## config.mk

```make
export PLATFORM = sky130hd
export DESIGN_NAME = aplic_msi_notifier
export DESIGN_NICKNAME = d
export VERILOG_FILES = /design/src/rtl/aplic_msi_notifier.sv
export SDC_FILE = /design/constraint.sdc
export NUM_CORES = 2
export LEC_CHECK = 0
export CAP_MARGIN = 20
export CORE_AREA = 2 2 411 413
export CTS_CLUSTER_DIAMETER = 120
export CTS_CLUSTER_SIZE = 8
export DETAILED_ROUTE_END_ITERATION = 8
export DIE_AREA = 0 0 413 415
export SKIP_LAST_GASP = 1
export SYNTH_ARGS = -nofsm -noshare
export SYNTH_HDL_FRONTEND = slang
export SYNTH_SLANG_ARGS = --single-unit
```

## constraint.sdc

```tcl
create_clock -name i_clk -period 15.4 [get_ports i_clk]
set_input_delay 3.08 -clock i_clk [delete_from_list [all_inputs] [get_ports i_clk]]
set_output_delay 3.08 -clock i_clk [all_outputs]
set_load 0.05 [all_outputs]
```

## src/rtl/aplic_msi_notifier.sv

```systemverilog
// MSI delivery stage of one APLIC interrupt domain: round-robin source scan,
// genmsi service, pending-clear pulses and a valid/ready MSI write port.
module aplic_msi_notifier #(
  parameter int NrSources  = 32,
  parameter int NrSourcesW = $clog2(NrSources),
  parameter int HartIdxW   = 14,
  parameter int EiidW      = 11
) (
  input  logic                           i_clk,
  input  logic                           i_rst,
  input  logic                           i_domain_ie,
  input  logic [NrSources-1:0]           i_pending,
  input  logic [NrSources-1:0]           i_enabled,
  input  logic [NrSources*HartIdxW-1:0]  i_target_hi,
  input  logic [NrSources*EiidW-1:0]     i_target_eiid,
  input  logic [63:0]                    i_msi_base,
  input  logic [2:0]                     i_lhxs,
  input  logic                           i_genmsi_wr,
  input  logic [HartIdxW-1:0]            i_genmsi_hi,
  input  logic [EiidW-1:0]               i_genmsi_eiid,
  output logic                           o_genmsi_busy,
  output logic                           o_clr_pending_valid,
  output logic [NrSourcesW-1:0]          o_clr_pending_idx,
  output logic                           o_msi_valid,
  output logic [63:0]                    o_msi_addr,
  output logic [31:0]                    o_msi_data,
  input  logic                           i_msi_ready
);

  typedef enum logic {IDLE, SEND} state_t;

  localparam logic [NrSourcesW-1:0] LastIdx  = NrSourcesW'(NrSources - 1);
  localparam logic [NrSourcesW-1:0] FirstIdx = NrSourcesW'(1);

  state_t                state, next_state;
  logic [NrSourcesW-1:0] rr_ptr;
  logic                  busy;
  logic [HartIdxW-1:0]   gen_hi;
  logic [EiidW-1:0]      gen_eiid;
  logic                  is_gen;
  logic                  clr_valid;
  logic [NrSourcesW-1:0] clr_idx;
  logic [63:0]           msi_addr;
  logic [31:0]           msi_data;

  logic [NrSources-1:0]  cand;
  logic                  found;
  logic [NrSourcesW-1:0] sel;
  int                    idx;
  logic [HartIdxW-1:0]   sel_hi;
  logic [EiidW-1:0]      sel_eiid;
  logic                  take_gen;
  logic                  take_src;
  logic [HartIdxW-1:0]   send_hi;
  logic [EiidW-1:0]      send_eiid;
  logic [63:0]           next_addr;
  logic                  handshake;

  // The source cleared last cycle is masked: the register file only drops its ip one cycle later.
  always_comb begin
    cand    = i_pending & i_enabled & {NrSources{i_domain_ie}};
    cand[0] = 1'b0;
    if (clr_valid) cand[clr_idx] = 1'b0;
  end

  always_comb begin
    found = 1'b0;
    sel   = '0;
    idx   = 0;
    for (int off = 0; off < NrSources - 1; off++) begin
      idx = int'(rr_ptr) + off;
      if (idx >= NrSources) idx = idx - (NrSources - 1);
      if (!found && cand[idx[NrSourcesW-1:0]]) begin
        found = 1'b1;
        sel   = NrSourcesW'(idx);
      end
    end
  end

  always_comb begin
    sel_hi    = i_target_hi[sel*HartIdxW +: HartIdxW];
    sel_eiid  = i_target_eiid[sel*EiidW +: EiidW];
    take_gen  = (state == IDLE) && busy;
    take_src  = (state == IDLE) && !busy && found;
    send_hi   = take_gen ? gen_hi : sel_hi;
    send_eiid = take_gen ? gen_eiid : sel_eiid;
    next_addr = i_msi_base +
                ({{(64-HartIdxW){1'b0}}, send_hi} << (7'd12 + {4'b0, i_lhxs}));
  end

  // State register together with the captured MSI fields, genmsi latch and rr pointer.
  always_ff @(posedge i_clk) begin
    if (i_rst) begin
      state     <= IDLE;
      rr_ptr    <= FirstIdx;
      busy      <= 1'b0;
      gen_hi    <= '0;
      gen_eiid  <= '0;
      is_gen    <= 1'b0;
      clr_valid <= 1'b0;
      clr_idx   <= '0;
      msi_addr  <= '0;
      msi_data  <= '0;
    end else begin
      state     <= next_state;
      clr_valid <= take_src;
      if (take_src) begin
        clr_idx <= sel;
        rr_ptr  <= (sel == LastIdx) ? FirstIdx : sel + 1'b1;
      end
      if (state == IDLE && next_state == SEND) begin
        msi_addr <= next_addr;
        msi_data <= {{(32-EiidW){1'b0}}, send_eiid};
        is_gen   <= take_gen;
      end
      if (handshake && is_gen) busy <= 1'b0;
      if (i_genmsi_wr && !busy) begin
        busy     <= 1'b1;
        gen_hi   <= i_genmsi_hi;
        gen_eiid <= i_genmsi_eiid;
      end
    end
  end

  always_comb begin
    next_state = state;
    case (state)
      IDLE: if (take_gen || (take_src && sel_eiid != '0)) next_state = SEND;
      SEND: if (i_msi_ready) next_state = IDLE;
      default: next_state = IDLE;
    endcase
  end

  always_comb begin
    o_msi_valid         = (state == SEND);
    o_msi_addr          = msi_addr;
    o_msi_data          = msi_data;
    o_genmsi_busy       = busy;
    o_clr_pending_valid = clr_valid;
    o_clr_pending_idx   = clr_idx;
    handshake           = (state == SEND) && i_msi_ready;
  end

endmodule

```

==> results.toml <==
[setup_path]
cp_slowest_cell = "sky130_fd_sc_hd__a2111oi_1"
required_ns = 15.83
critical-path-top-cell-by-count = "sky130_fd_sc_hd__buf_4"
critPathMaxFanout = 31
setup.worst_path.end_class = "flop"
cp.arrival_ns = 15.47
timing.critical_path.slowest_cell_delay_ns = 0.64
timing.reg2reg.worst_path_depth = 52
timing.setup.critical_path_class = "input pin to flop"
critical_path.startpoint_type = "input pin"

[logic_synthesis]
syn-instance-count = 4400
synth-simple-area-share_pct = 26.61
ys.flop_type = "sky130_fd_sc_hd__dfxtp_1"
muxShareOfSynthArea_pct = 23.13
synth-compound-area-share_pct = 27.13
synth-xor-area-share_pct = 5.541
async_flop_share_pct = 0
post_synth_num_cell_types = 119
synth_edf_count = 0
seq_area_frac_synth_pct = 7.256
synth_warnings = 0
postSynthRegisterBits = 114
netlist_area_mm2 = 0.03145
synth_top_family_by_area = "compound AO/OA/AOI/OAI gates"
synthesized_area_per_cell_um2 = 7.148
yosys.area_share.adder_pct = 2.848

[clock_network]
clkSlewWorstSetupHoldPaths_ns = 0.05
clk-insertion-delay-late_ns = 0.49
cts_hold_repair.buffers = 0
post-cts-setup-buffers = 0
root_buffer = "sky130_fd_sc_hd__clkbuf_16"
tritoncts.num_buffers = 25
cts_htree_levels = 4
clock_path_buffers = 3
cts_num_sinks = 114
tritoncts = "built"

[grt]
antenna_found_initial = 88
grt_first_pass_wirelength_um = 379900
grt_usage_pct = 32.36
grt_start_max_net_pins = 79
first_global_vias = 42330
global_route.overflow_total = 0

[floorplan]
die_outline_width_um = 413
die_y_um = 415
die_area_mm2 = 0.1714
io_pins = 1065
rows = 150
core-area_mm2 = 0.1667
initial_core_util_pct = 18.87

[placed_design]
io_buffers = 1041
gp_congestion = 1.093
place.detailed.hpwl_um = 244300
place_ws_ns = 0.1108
post_dp_cell_area_mm2 = 0.04816

[route]
vias = 45440
drtPass1Iterations = 9
antenna_left = 0
routedWlPerCell_um = 36.81
drc = 0
drt_iter0_drc = 6146
total_wire_length_after_detailed_routing_um = 292100
routed_via_density = 5.727

[sta]
setup_total_negative_slack_ns = 0
final_critical_path_setup_slack_ns = 0.3577
final.setup_skew_ns = 0.02197
rsz_0062_raised_after_global_routing = "false"
post-route-period-util_pct = 97.68
timing.final.setup_violations = 0
report.final.slew_viol_count = 0
finalHoldViolations = 0
fmax_ghz = 0.06648
slew_headroom_pct = 12.05
worst-slew-pin-transition_ns = 1.313
min_period_ns = 15.04

[final_layout]
finish.instance_area_mm2 = 0.04904
finish.net_count = 6725
multi_input_comb_area_mm2 = 0.02745
utilization_pct = 29.43
post_route_cells_drive_above_1_share_pct = 17.06
regArea_mm2 = 0.002293
syn_to_final_growth_pct = 55.92
final.fill_count = 18290

[min_path]
worst_hold_path.num_cells = 2
worst_hold_path_type = "flop to flop"

[status]
outcome = "finished, final reports clean"

[job]
max_cap_violations = 0
==> cell type report <==
class,count,share of cell area (%)
diodes,33,0.1684
clock buffers,29,1.347
clock inverters,2,0.02041
inverters,53,0.4388
multi-input cells,3835,55.98
flip-flops and latches,114,4.677
well taps,2204,5.623
repair buffers,1664,31.75
==> layout by cell type, fill, tap and decap left out, types with 44 or more instances in the layout <==
cell                                 n
sky130_fd_sc_hd__mux2_2             50
sky130_fd_sc_hd__and3_1             62
sky130_fd_sc_hd__xnor2_1           162
sky130_fd_sc_hd__nor3_1             59
sky130_fd_sc_hd__a211oi_1          101
sky130_fd_sc_hd__mux4_2            117
sky130_fd_sc_hd__buf_4             586
sky130_fd_sc_hd__o211ai_1           85
sky130_fd_sc_hd__o21ai_0           173
sky130_fd_sc_hd__ha_1               68
sky130_fd_sc_hd__conb_1             46
sky130_fd_sc_hd__nand3_1           244
sky130_fd_sc_hd__a31oi_1            48
sky130_fd_sc_hd__dfxtp_1           109
sky130_fd_sc_hd__a21oi_1           239
sky130_fd_sc_hd__clkdlybuf4s50_1  1040
sky130_fd_sc_hd__inv_1              44
sky130_fd_sc_hd__a32oi_1            75
sky130_fd_sc_hd__a21o_1             62
sky130_fd_sc_hd__nor2_1            256
sky130_fd_sc_hd__nand2_1           686
sky130_fd_sc_hd__nand4_1           100
sky130_fd_sc_hd__nor2b_1            68
sky130_fd_sc_hd__nand2b_1           48
sky130_fd_sc_hd__mux2i_1           395
==> stage by stage <==
stage / hold slack [ns] / cells
2_1_floorplan: 0.4312 / 4445
6_report: 0.4523 / 7934
5_1_grt: 0.4715 / 7923
4_1_cts: 0.4540 / 7893
3_5_place_dp: 0.4473 / 7862
3_3_place_gp: 0.4445 / 7860
==> state kept, by name, summed over array words and instances, names as in the netlist, 5 cells and up <==
| signal | cells |
|---|---|
| rr_ptr | 5 |
| gen_hi | 14 |
| o_msi_addr | 64 |
| o_msi_data | 11 |
| o_clr_pending_idx | 5 |
| gen_eiid | 11 |
==> final timing paths <==
| kind | from | endpoint | slack [ns] |
|---|---|---|---|
| worst min-delay path | gen_eiid[6] | gen_eiid[6] | 0.45 |
| worst max-delay path | i_domain_ie | o_msi_addr[54] | 0.36 |
| worst max register to register | rr_ptr[1] | o_msi_addr[54] | 0.91 |
| worst min register to register | gen_eiid[6] | gen_eiid[6] | 0.45 |
==> cells in the mapped netlist, types with 13 or more instances <==
master                      count  share of area [%]
sky130_fd_sc_hd__mux2i_1      398                 13
sky130_fd_sc_hd__buf_2        119                1.9
sky130_fd_sc_hd__o211ai_1      85                2.0
sky130_fd_sc_hd__a221oi_1      18               0.50
sky130_fd_sc_hd__o21a_1        24               0.57
sky130_fd_sc_hd__xnor2_1      164                4.6
sky130_fd_sc_hd__clkbuf_1     239                2.9
sky130_fd_sc_hd__a211o_1       15               0.42
sky130_fd_sc_hd__nand3_1      244                3.9
sky130_fd_sc_hd__nand2b_1      48               0.95
sky130_fd_sc_hd__xor2_1        23               0.64
sky130_fd_sc_hd__nor2_1       265                3.2
sky130_fd_sc_hd__o21ai_0      174                2.8
sky130_fd_sc_hd__nand4_1      100                2.0
sky130_fd_sc_hd__buf_1         16               0.19
sky130_fd_sc_hd__nor4_1        27               0.54
sky130_fd_sc_hd__a41oi_1       16               0.45
sky130_fd_sc_hd__nand2_1      686                8.2
sky130_fd_sc_hd__o22ai_1       36               0.72
sky130_fd_sc_hd__ha_1          70                2.8
sky130_fd_sc_hd__a21o_1        68                1.6
sky130_fd_sc_hd__inv_1         44               0.53
sky130_fd_sc_hd__a21oi_1      268                4.3
sky130_fd_sc_hd__a211oi_1     101                2.4
sky130_fd_sc_hd__a2111oi_0     34               0.95
sky130_fd_sc_hd__nor3_1        59               0.94
sky130_fd_sc_hd__buf_6         21               0.75
sky130_fd_sc_hd__a22oi_1       36               0.86
sky130_fd_sc_hd__a32oi_1       75                2.1
sky130_fd_sc_hd__and2_1        30               0.60
sky130_fd_sc_hd__a31oi_1       48               0.95
sky130_fd_sc_hd__or3_1         18               0.36
sky130_fd_sc_hd__o2111ai_1     19               0.53
sky130_fd_sc_hd__buf_4         48                1.1
sky130_fd_sc_hd__and3_1        62                1.2
sky130_fd_sc_hd__o31ai_1       26               0.62
sky130_fd_sc_hd__a32o_1        13               0.41
sky130_fd_sc_hd__mux4_2       117                8.4
sky130_fd_sc_hd__nor2b_1       73                1.5
sky130_fd_sc_hd__dfxtp_1      114                7.3
sky130_fd_sc_hd__nor3b_1       15               0.36
sky130_fd_sc_hd__mux2_2        50                1.8
sky130_fd_sc_hd__or2_2         20               0.40
==> critical path: cells and delay by family <==
family	cells	cell delay [ns]
compound gates	23	6.12
xor+xnor	1	0.11
fa+ha+maj	1	0.29
buf+inv	11	2.51
mux	2	0.42
simple gates	12	2.87
==> per-layer routing <==
layer / global-route usage [%] / up-vias / wire (µm)
met5: 0 / - / 324
met4: 16.82 / 50 / 18660
met3: 10.50 / 682 / 34220
met2: 49.94 / 3316 / 127600
met1: 39.82 / 22180 / 111300
li1: - / 19210 / -
==> repair_timing <==
| action | CTS | global route |
|---|---|---|
| endpoints found under the hold margin | 0 | 0 |
| endpoints found under the setup margin | 0 | 19 |
| gates resized for setup | 0 | 8 |
==> cell families after synthesis <==
family                   count (synthesis)
XOR/XNOR                               193
other                                    1
AO/OA/AOI/OAI                         1223
buffers and inverters                  496
AND/OR/NAND/NOR                       1730
flip-flops                             114
adder cells (fa/ha/maj)                 71
multiplexers                           572
Power is left out: the tool's default activity adds up to more than one toggle a clock period on the data nets, which glitch-free logic cannot reach.
